## config.mk

```make
export PLATFORM = sky130hd
export DESIGN_NAME = edge_rate_meter
export DESIGN_NICKNAME = d
export VERILOG_FILES = /design/src/rtl/edge_rate_meter.sv
export SDC_FILE = /design/constraint.sdc
export NUM_CORES = 1
export LEC_CHECK = 0
export ABC_AREA = 1
export BUFFER_PORTS_ARGS = -buffer_cell sky130_fd_sc_hd__buf_2
export CAP_MARGIN = 20
export CORE_ASPECT_RATIO = 1.1
export CORE_MARGIN = 2
export CORE_UTILIZATION = 50
export CTS_CLUSTER_DIAMETER = 80
export DETAILED_ROUTE_END_ITERATION = 10
export GPL_TIMING_DRIVEN = 0
export HOLD_SLACK_MARGIN = 0.12
export PLACE_DENSITY = 0.7
export REMOVE_ABC_BUFFERS = 1
export SLEW_MARGIN = 10
export SYNTH_ARGS = -nofsm -noshare
export SYNTH_HDL_FRONTEND = slang
export SYNTH_SLANG_ARGS = --single-unit
```

## constraint.sdc

```tcl
create_clock -name clk -period 2.1 [get_ports clk]
set_clock_uncertainty 0.1 [all_clocks]
set_input_delay 0.42 -clock clk [delete_from_list [all_inputs] [get_ports clk]]
set_output_delay 0.42 -clock clk [all_outputs]
set_load 0.05 [all_outputs]
```

## src/rtl/edge_rate_meter.sv

```systemverilog
// edge_rate_meter
//   Measures an asynchronous signal against clk. After a start request the
//   block waits (ARM) for the first rising edge of sig_in. It then counts
//   rising edges for a window of GATE_CYCLES clocks (GATE) and keeps the
//   clk-cycle distance between the last two edges. If no edge arrives within
//   GATE_CYCLES clocks of arming, the measurement ends with timeout set.
//
// Parameters
//   CNT_W        width of edge_cnt / last_period (4..32)
//   GATE_CYCLES  window length and ARM timeout, in clk cycles (2..2^24)
//
// Ports
//   clk          sole clock, rising edge
//   reset        synchronous, active-high
//   sig_in       asynchronous signal under measurement
//   start        one-cycle request; honoured only in IDLE
//   busy         high in ARM and GATE
//   done         one-cycle pulse when results are valid
//   edge_cnt     rising edges counted in the window (saturating)
//   last_period  clk cycles between the last two edges (saturating)
//   timeout      no edge seen while armed
//   ovf          edge_cnt or last_period saturated; sticky until next start
module edge_rate_meter #(
    parameter int CNT_W       = 32,
    parameter int GATE_CYCLES = 1000
) (
    input  logic             clk,
    input  logic             reset,
    input  logic             sig_in,
    input  logic             start,
    output logic             busy,
    output logic             done,
    output logic [CNT_W-1:0] edge_cnt,
    output logic [CNT_W-1:0] last_period,
    output logic             timeout,
    output logic             ovf
);

    localparam int               GW        = $clog2(GATE_CYCLES + 1);
    localparam logic [GW-1:0]    GATE_LAST = GW'(GATE_CYCLES - 1);
    localparam logic [GW-1:0]    GATE_ONE  = GW'(1);
    localparam logic [CNT_W-1:0] CNT_MAX   = '1;
    localparam logic [CNT_W-1:0] CNT_ONE   = CNT_W'(1);

    typedef enum logic [1:0] {IDLE, ARM, GATE, DONE} state_t;

    state_t           state, stateNext;
    logic             sync1, sync2, hist;
    logic             risePulse;
    logic             gateLast;
    logic [GW-1:0]    gateCnt;
    logic [CNT_W-1:0] perCnt;

    // Two synchronizer flops plus a history flop; a rise sampled into sync1
    // at edge k shows up as risePulse during the cycle that ends at edge k+2.
    always_ff @(posedge clk) begin
        if (reset) begin
            sync1 <= 1'b0;
            sync2 <= 1'b0;
            hist  <= 1'b0;
        end else begin
            sync1 <= sig_in;
            sync2 <= sync1;
            hist  <= sync2;
        end
    end

    assign risePulse = sync2 & ~hist;
    assign gateLast  = (gateCnt == GATE_LAST);

    always_ff @(posedge clk) begin
        if (reset) state <= IDLE;
        else       state <= stateNext;
    end

    always_comb begin
        stateNext = state;
        busy      = 1'b0;
        done      = 1'b0;
        case (state)
            IDLE: if (start) stateNext = ARM;
            ARM: begin
                busy = 1'b1;
                // An edge on the last armed cycle still opens the window.
                if (risePulse)     stateNext = GATE;
                else if (gateLast) stateNext = DONE;
            end
            GATE: begin
                busy = 1'b1;
                if (gateLast) stateNext = DONE;
            end
            DONE: begin
                done      = 1'b1;
                stateNext = IDLE;
            end
            default: stateNext = IDLE;
        endcase
    end

    always_ff @(posedge clk) begin
        if (reset) begin
            gateCnt     <= '0;
            perCnt      <= '0;
            edge_cnt    <= '0;
            last_period <= '0;
            timeout     <= 1'b0;
            ovf         <= 1'b0;
        end else begin
            case (state)
                IDLE: begin
                    if (start) begin
                        gateCnt     <= '0;
                        edge_cnt    <= '0;
                        last_period <= '0;
                        timeout     <= 1'b0;
                        ovf         <= 1'b0;
                    end
                end
                ARM: begin
                    // The arming edge only opens the window and is not counted.
                    if (risePulse) begin
                        gateCnt <= '0;
                        perCnt  <= '0;
                    end else if (gateLast) begin
                        timeout <= 1'b1;
                    end else begin
                        gateCnt <= gateCnt + GATE_ONE;
                    end
                end
                GATE: begin
                    gateCnt <= gateCnt + GATE_ONE;
                    if (risePulse) begin
                        if (edge_cnt == CNT_MAX) ovf <= 1'b1;
                        else                     edge_cnt <= edge_cnt + CNT_ONE;
                        // The edge cycle itself closes the period, hence +1.
                        if (perCnt == CNT_MAX) begin
                            last_period <= CNT_MAX;
                            ovf         <= 1'b1;
                        end else begin
                            last_period <= perCnt + CNT_ONE;
                        end
                        perCnt <= '0;
                    end else if (perCnt != CNT_MAX) begin
                        perCnt <= perCnt + CNT_ONE;
                    end
                end
                default: ;
            endcase
        end
    end

endmodule

```

* Word level (Yosys, flattened, before mapping) *
Cells that the tools add are included.

storage, ports and cells
  flip-flop bits (word level) = 113
  bits in latches = 0
  bits in writable memories = 0
  memory bits (read-only) = 0
  input bits = 4
  memories kept = 0

operators by class
  add/sub/neg operators = 3
  $mul = 0
  divide/modulo/power cells = 0
  $lt $le $gt $ge = 0
  equal/unequal tests = 16
  shift-type cells = 0
  mux-type cells = 29
  bitwise logic cells = 2
  reduce and logical (&&, ||, !) cells = 12

operator list
  cell                     number
  $mux W32                 8
  $pmux W32 S2             3
  $add A32 B1 Y32 const B  2
  $eq A32 B32 Y1 const B   2
  $ne A32 B32 Y1 const B   1
  $mux W10                 3
  $pmux W10 S3             1
  $ne A2 B2 Y1 const B     6
  $reduce_and A4 Y1        3
  $add A10 B1 Y10 const B  1
  $eq A10 B10 Y1 const B   1
  $ne A3 B3 Y1 const B     3
  $reduce_and A3 Y1        3
  $mux W1                  8
  $pmux W2 S4              1
  $mux W2                  3
  $reduce_bool A2 Y1       3
  $eq A2 B2 Y1 const B     2
  $pmux W1 S2              2
  $reduce_bool A3 Y1       1
  $eq A2 B1 Y1 const B     1
  $logic_not A2 Y1         1
  $reduce_or A2 Y1         1
  $and A1 B1 Y1            1
  $not A1 Y1               1

* Logic depth before layout (Yosys ltp) *
Gate-level depths: netlist (run 1).

  depth after elaboration = 5
  depth in mapped cells = 14

* Least setup slack after synthesis (run 1) *
No wires, ideal clock.

  path kind = reg-to-reg
  start point = register edge_cnt[1]
  end point = register edge_cnt[26]
  setup time = 117 ps
  arrival time = 1993 ps
  required time = 1883 ps
  path slack = -110 ps
  stages on the path, launching flop included = 12
  path buffers = 1
  cell sequence = dfxtp_1 ha_1 nand2_1 nor2_1 nand2_2 nor2_4 nand3_4 nand2_4 nand2_4 buf_6 a21oi_1 nor2_1

between the ends
  cells in the longest elaborated chain, start to end = 4
  elaborated cells on any way between the ends = 7
  those cells by class = add/sub: 1; eq/ne: 2; mux: 3; reduce/logical: 1

RTL lines
  item                      line  RTL
  start: declaration        33    output logic [CNT_W-1:0] edge_cnt,
  start signal: assignment  134   else edge_cnt <= edge_cnt + CNT_ONE;
  $add A32 B1 Y32           134
  $mux W32                  133   if (edge_cnt == CNT_MAX) ovf <= 1'b1;
  $mux W32                  132   if (risePulse) begin
  $pmux W32 S2              109   case (state)

Several ways; a longest one is shown, not always the timed one. The select of a mux whose other input is x is not followed.
A chain may end at the register's enable or synchronous reset.

* Worst setup path in the final report (run 1) *
  start point = register perCnt[1]
  end point = register perCnt[1]

between the ends
  cells in the longest elaborated chain, start to end = 4
  elaborated cells on any way between the ends = 7
  those cells by class = add/sub: 1; eq/ne: 2; mux: 3; reduce/logical: 1

RTL lines
  item                      line  RTL
  start: declaration        52    logic [CNT_W-1:0] perCnt;
  start signal: assignment  144   perCnt <= perCnt + CNT_ONE;
  $add A32 B1 Y32           144
  $mux W32                  143   end else if (perCnt != CNT_MAX) begin
  $mux W32                  132
  $pmux W32 S2              109

Several ways; a longest one is shown, not always the timed one. The select of a mux whose other input is x is not followed.

==> results.sh, run 1 <==
export IMPL_status="complete, but fails checks"
export IMPL_violations="design-rule violations"
export IMPL_synth_area_leaders="dfxtp_1 (35%), nand2_1 (22%), nor2_1 (9.1%), a21oi_1 (7.4%), inv_1 (5.5%)"
export IMPL_maxCapViolCount=0
export IMPL_first_iter_violations=412
export IMPL_drc=2
export IMPL_synth_most_common_cell="nand2_1"
export IMPL_rsz0062_at_grt="yes"
export IMPL_timing_final_ws_setup_ns=0.0967
export IMPL_routedWlPerCell_um=14.3
export IMPL_intPower_w=0.00417
export IMPL_avgSynthCellArea_um2=6.14
export IMPL_max_vdd_ir_drop_v=0.000341
export IMPL_met1_length_um=8090
export IMPL_grt_pass1_wl_um=30700
export IMPL_cp_slowest_stage_delay_ns=0.36
export IMPL_yosys_area_top_type="dfxtp_1"
export IMPL_die_h_um=124
export IMPL_power_switching_w=0.00134
export IMPL_htree_levels=4
export IMPL_cp_required_ns=2.35
export IMPL_clock_latency_ns=0.43
export IMPL_place_congestion=0.906
export IMPL_power_density_nw_per_um2=675
export IMPL_critPathKind="reg -> reg"
export IMPL_finalMaxSlewViolations=0
export IMPL_cts_inserted_buffers=17
export IMPL_seq_area_frac_synth_pct=34.6
export IMPL_grt_pass1_vias=6255
export IMPL_tritoncts="built"
export IMPL_path_cells="ha_4 > nand2_2 > nor2_4 > nand2_2 > nor2_4 > buf_12 > buf_6 > nand4_4 > buf_12 > nand2_8 > nand2_1 > a21oi_1"
export IMPL_vias_per_cell=5.21
export IMPL_crit_family="simple AND/OR/NAND/NOR gates"
export IMPL_antenna_cells=0
export IMPL_dieArea_um2=14000
export IMPL_ys_warn_count=0
export IMPL_start_util_pct=51.4
export IMPL_startpoint_type="flop"
export IMPL_arrival_ns=2.25
export IMPL_clk_path_buf_depth=2
export IMPL_setup_viol=0
export IMPL_vias=6982
export IMPL_drt_wl_total_um=19100
export IMPL_dp_hpwl_um=12200
export IMPL_hold_path_class="reg -> reg"
export IMPL_hold_viol_final=0
export IMPL_synthDistinctLibCells=38
export IMPL_p_total_w=0.00551
export IMPL_cp_slowest_cell="dfxtp_2"
export IMPL_cp_max_fo=13
export IMPL_die_x_um=113
export IMPL_wl_met2_um=9340
export IMPL_grt_ovfl_total=0
export IMPL_track_usage_pct=27.8
export IMPL_clkSinkCount=113
export IMPL_fp_row_count=43
export IMPL_async_flop_share_pct=0
export IMPL_cellLeakagePower_nw=3.37
export IMPL_routed_top_layer="met4"
export IMPL_ant_nets=0
export IMPL_critPathCaptureType="flop"
export IMPL_slew_headroom_pct=67.1
export IMPL_io_pins=72
export IMPL_core_area_um2=12700
export IMPL_post_route_cells_drive_above_1_share_pct=17.8
export IMPL_antenna_found_initial=0
export IMPL_synth_seq_cells=113
export IMPL_place_ws_ns=-1.17
export IMPL_syn_to_final_growth_pct=25.0
export IMPL_power_share_switching_pct=24.4
export IMPL_critPathBufInv=3
export IMPL_p_seq_share_pct=39.2
export IMPL_cts_root_buf="clkbuf_16"
export IMPL_final_core_util_pct=64.3
export IMPL_synth_top_area_share_pct=34.6
export IMPL_clkTransAtPathRegs_ns=0.05
export IMPL_port_buffers=71
export IMPL_tightest_slew_ns=0.493
export IMPL_max_freq_ghz=0.499
export IMPL_netlist_top_cells_count="nand2_1 (380), nor2_1 (159), dfxtp_1 (113), a21oi_1 (96), inv_1 (96)"
export IMPL_synth_area_um2=6530
export IMPL_pwr_share_comb_pct=9.9
export IMPL_wl_met3_um=1140
export IMPL_nets=1182
export IMPL_p_clk_share_pct=50.9
export IMPL_syn_inst=1064
export IMPL_first_pass_iters=8
export IMPL_synthFlopType="dfxtp_1"
export IMPL_grt_max_degree=46
export IMPL_min_period_ns=2.00
export IMPL_period_share_pct=95.4
export IMPL_synth_edf_count=0
[metal layers]
metal | up-vias | track usage [%]
li1 | 3580 | -
met1 | 3150 | 34.1
met2 | 209 | 47.5
met3 | 43 | 6.33
met4 | 0 | 11.6
met5 | - | 0
[metrics by stage]
stage	TNS [ns]	hold WS, ns	area [um2]	cells
CTS	-0.0314	0.300	7890	1322
finish	0	0.300	8160	1340
detailed placement	-79.86	0.292	6910	1259
floorplan	-10.35	0.288	6340	1030
global route	-0.0575	0.323	8160	1340
global placement	-84.54	0.291	6890	1258
[cell type report]
cell class,instances,area [um2]
clock inverter,6,80.1
tap,157,196
sequential,113,2270
timing repair buffer,116,790
multi-input combinational,815,3900
inverter,105,420
clock buffer,25,485
timing repair inverter,3,21.3
fill,1197,4540
[sequential cells by signal, summed over array words and instances, names as in the netlist]
register and cells:
ovf 1, gateCnt 10, hist 1, timeout 1
sync1 1, edge_cnt 32, last_period 32, sync2 1
perCnt 32, state 2
[final timing paths]
path	slack, ns	depth (start not counted)	end	from
max	0.1	12	perCnt[1]	perCnt[1]
min	0.30	2	sync2	sync1
max reg2reg	0.1	12	perCnt[1]	perCnt[1]
min reg2reg	0.30	2	sync2	sync1
[worst min-delay path: stages (launching register included)]
cell     delay (ns)
dfxtp_1        0.29
inv_1          0.04
nor2_1         0.03
[timing repair]
item                                    in CTS  in global routing
hold buffers                                 1                  0
hold endpoints to repair                     1                  0
gates resized for setup                     29                 33
setup buffers                               26                 17
endpoints found under the setup margin     107                100
gates cloned                                 5                  1
pin swaps                                    9                  8
[cells in the final DEF (no fill, tap or decap), types with 3 or more instances in the layout]
cell type,count
o21ai_1,7
ha_4,4
nand3_4,4
inv_4,3
inv_1,93
dfxtp_2,7
a21o_1,3
a21oi_1,96
xor2_1,9
nand4_1,9
xnor2_1,7
dfxtp_1,106
o21ai_0,18
inv_2,7
nand3b_1,3
nor2_4,8
clkbuf_8,3
nor3_1,18
nand2_4,4
clkinv_2,4
clkbuf_16,17
nor2_1,151
nand2_2,11
nand2_8,4
buf_2,70
buf_4,37
o21bai_1,6
nor2_2,7
clkinvlp_4,3
nand2_1,374
clkbuf_1,5
ha_1,3
buf_12,7
nand3_1,56
[power by group through the flow]
stage                     clock network, W  logic (W)  registers (W)
after floorplan                          0   0.000207        0.00220
after global placement                   0   0.000318        0.00221
after detailed placement                 0   0.000329        0.00221
after CTS                          0.00284   0.000475        0.00216
after global routing               0.00295   0.000583        0.00216
final                              0.00281   0.000544        0.00216
[logic make-up after synthesis]
family / count (synthesis) / share of synthesized area (%)
adder cells (fa/ha/maj): 7 / 1.34
AND/OR/NAND/NOR: 654 / 42.0
AO/OA/AOI/OAI: 135 / 10.9
buffers and inverters: 139 / 8.99
flip-flops: 113 / 34.6
XOR/XNOR: 16 / 2.15
Note: power is estimated with default switching activity, not from simulation.
==> run 2, diff against run 1 <==
- ABC_AREA: 1 -> unset
==> run 2 against run 1 <==
  * The flow finishes with violations (negative setup slack)
  * Global-route usage decreased by 2.3 points
  * Clock power increased by 4%
  * Register-to-register slack got worse by 0.13 ns
  * Largest power group unchanged
==> results.sh, run 2 <==
export IMPL_status="complete, but fails checks"
export IMPL_violations="negative setup slack"
export IMPL_dieArea_um2=12200
export IMPL_antenna_cells=0
export IMPL_grt_max_degree=39
export IMPL_cts_inserted_buffers=17
export IMPL_synthFlopType="dfxtp_1"
export IMPL_drc=0
export IMPL_post_route_cells_drive_above_1_share_pct=33.7
export IMPL_period_share_pct=101
export IMPL_hold_viol_final=0
export IMPL_cp_slowest_stage_delay_ns=0.42
export IMPL_r2r_end="edge_cnt[14]"
export IMPL_power_share_switching_pct=22.5
export IMPL_start_util_pct=51.5
export IMPL_drt_wl_total_um=16800
export IMPL_path_cells="ha_2 > and3_1 > o2111ai_4 > a311oi_2 > nand3_1 > xor2_1 > nor2_1"
export IMPL_synthDistinctLibCells=72
export IMPL_crit_start="edge_cnt[1]"
export IMPL_tightest_slew_ns=0.760
export IMPL_clkTransAtPathRegs_ns=0.05
export IMPL_first_iter_violations=452
export IMPL_clkSinkCount=113
export IMPL_htree_levels=4
export IMPL_timing_final_ws_setup_ns=-0.0313
export IMPL_setup_viol=4
export IMPL_intPower_w=0.00428
export IMPL_io_pins=72
export IMPL_first_pass_iters=5
export IMPL_vias_per_cell=6.01
export IMPL_syn_to_final_growth_pct=35.1
export IMPL_avgSynthCellArea_um2=8.37
export IMPL_place_congestion=0.856
export IMPL_synth_area_leaders="dfxtp_1 (40%), nand2_1 (5.2%), xor2_1 (4.8%), nor2_1 (4.0%), nand3_1 (3.6%)"
export IMPL_core_area_um2=11000
export IMPL_track_usage_pct=25.6
export IMPL_nets=800
export IMPL_slew_headroom_pct=49.3
export IMPL_final_cells=946
export IMPL_maxCapViolCount=0
export IMPL_min_period_ns=2.13
export IMPL_max_freq_ghz=0.469
export IMPL_tns_ns=-0.0591
export IMPL_async_flop_share_pct=0
export IMPL_grt_ovfl_total=0
export IMPL_antenna_found_initial=0
export IMPL_yosys_area_top_type="dfxtp_1"
export IMPL_max_vdd_ir_drop_v=0.000409
export IMPL_cellLeakagePower_nw=3.16
export IMPL_dp_hpwl_um=9510
export IMPL_hold_path_class="in -> reg"
export IMPL_top_regs="edge_cnt (32), last_period (32), perCnt (32)"
export IMPL_ys_warn_count=0
export IMPL_arrival_ns=2.32
export IMPL_critPathCapture="edge_cnt[14]"
export IMPL_die_x_um=106
export IMPL_cp_slowest_cell="a311oi_2"
export IMPL_startpoint_type="flop"
export IMPL_syn_inst=678
export IMPL_cp_required_ns=2.29
export IMPL_port_buffers=71
export IMPL_crit_reg2reg_launch="edge_cnt[1]"
export IMPL_fp_row_count=40
export IMPL_final_cell_mix="dfxtp_1 (85), nand2_1 (75), buf_2 (71)"
export IMPL_cp_max_fo=6
export IMPL_synth_edf_count=0
export IMPL_grt_pass1_vias=5264
export IMPL_critPathCaptureType="flop"
export IMPL_p_clk_share_pct=52.6
export IMPL_clk_path_buf_depth=2
export IMPL_die_h_um=116
export IMPL_grt_pass1_wl_um=25000
export IMPL_routedWlPerCell_um=17.7
export IMPL_critPathKind="reg -> reg"
export IMPL_placed_cells=863
export IMPL_power_switching_w=0.00124
export IMPL_seq_area_frac_synth_pct=39.9
export IMPL_pwr_share_comb_pct=8.3
export IMPL_final_common_cell="dfxtp_1"
export IMPL_finalMaxSlewViolations=0
export IMPL_hold_slack_ns=0.135
export IMPL_clock_latency_ns=0.41
export IMPL_final_core_util_pct=69.6
export IMPL_cts_root_buf="clkbuf_16"
export IMPL_synth_seq_cells=113
export IMPL_tritoncts="built"
export IMPL_ant_nets=0
export IMPL_vias=5685
export IMPL_p_seq_share_pct=39.1
export IMPL_netlist_top_cells_count="dfxtp_1 (113), nand2_1 (79), nor2_1 (61), nand3_1 (41), o21ai_0 (37)"
export IMPL_r2r_cells=7
export IMPL_rsz0062_at_grt="yes"
export IMPL_synth_most_common_cell="dfxtp_1"
export IMPL_ff2ff_setup_slack_ns=-0.03
export IMPL_place_ws_ns=-1.26
export IMPL_power_density_nw_per_um2=721
export IMPL_synth_area_um2=5670
export IMPL_synth_top_area_share_pct=39.9
-- run 2: worst max-delay path: cells and delay by family (launching register included) --
kind                       cells  cell delay (ns)
AOI/OAI and AO/OA              2             0.58
xor gates and xnor gates       1             0.20
adders and majority gates      1             0.26
DFF                            1             0.39
and+or+nand+nor                3             0.47
-- run 2: how the worst min path moves through the flow --
stage	from	to	slack, ns	cells after the start
after global routing	sig_in	sync1	0.18	2
after CTS	sig_in	sync1	0.14	2
after detailed placement	last_period[29]	last_period[29]	0.33	2
after floorplan	sync1	sync2	0.31	1
final	sig_in	sync1	0.14	2
after global placement	last_period[15]	last_period[15]	0.33	2
-- run 2: metal layers --
metal | track usage (%) | wire [um] | up-vias
met5 | 0 | 0 | -
met1 | 28.7 | 6600 | 2728
met4 | 11.7 | 486 | 0
met2 | 45.8 | 8710 | 254
met3 | 6.64 | 965 | 43
li1 | - | - | 2660
-- run 2: cell families after synthesis --
| group | after synthesis | share of synthesized area [%] |
|---|---|---|
| simple gates | 306 | 29.3 |
| fa+ha+maj | 7 | 1.54 |
| buf+inv | 47 | 4.39 |
| flops | 113 | 39.9 |
| mux | 4 | 0.750 |
| xor+xnor | 53 | 8.18 |
| compound gates | 148 | 16.0 |
-- run 2: final cells by class --
class	instances	area, um2
clock buffer	23	488
clock inverter	6	105
fill	823	3350
inverter	12	48.8
multi-input combinational	523	3680
sequential	113	2310
tap	147	184
timing repair buffer	122	850
-- run 2: through the flow --
step / power [W] / area, um2
finish: 0.00553 / 7660
global route: 0.00568 / 7660
CTS: 0.00549 / 7310
floorplan: 0.00241 / 5470
detailed placement: 0.00251 / 6060
global placement: 0.00248 / 6010
-- run 2: power by group through the flow --
stage / Combinational (W) / Clock, W / Sequential (W)
3_5_place_dp: 0.000301 / 0 / 0.00221
5_1_grt: 0.000490 / 0.00304 / 0.00216
6_report: 0.000460 / 0.00291 / 0.00216
2_1_floorplan: 0.000197 / 0 / 0.00221
3_3_place_gp: 0.000271 / 0 / 0.00221
4_1_cts: 0.000404 / 0.00292 / 0.00217
-- run 2: repair_timing --
item | in CTS | in global routing
resized for setup | 79 | 78
buffers inserted | 33 | 15
hold buffers | 0 | 0
pin swaps | 14 | 27
cloned | 3 | 3
endpoints found under the setup margin | 107 | 98
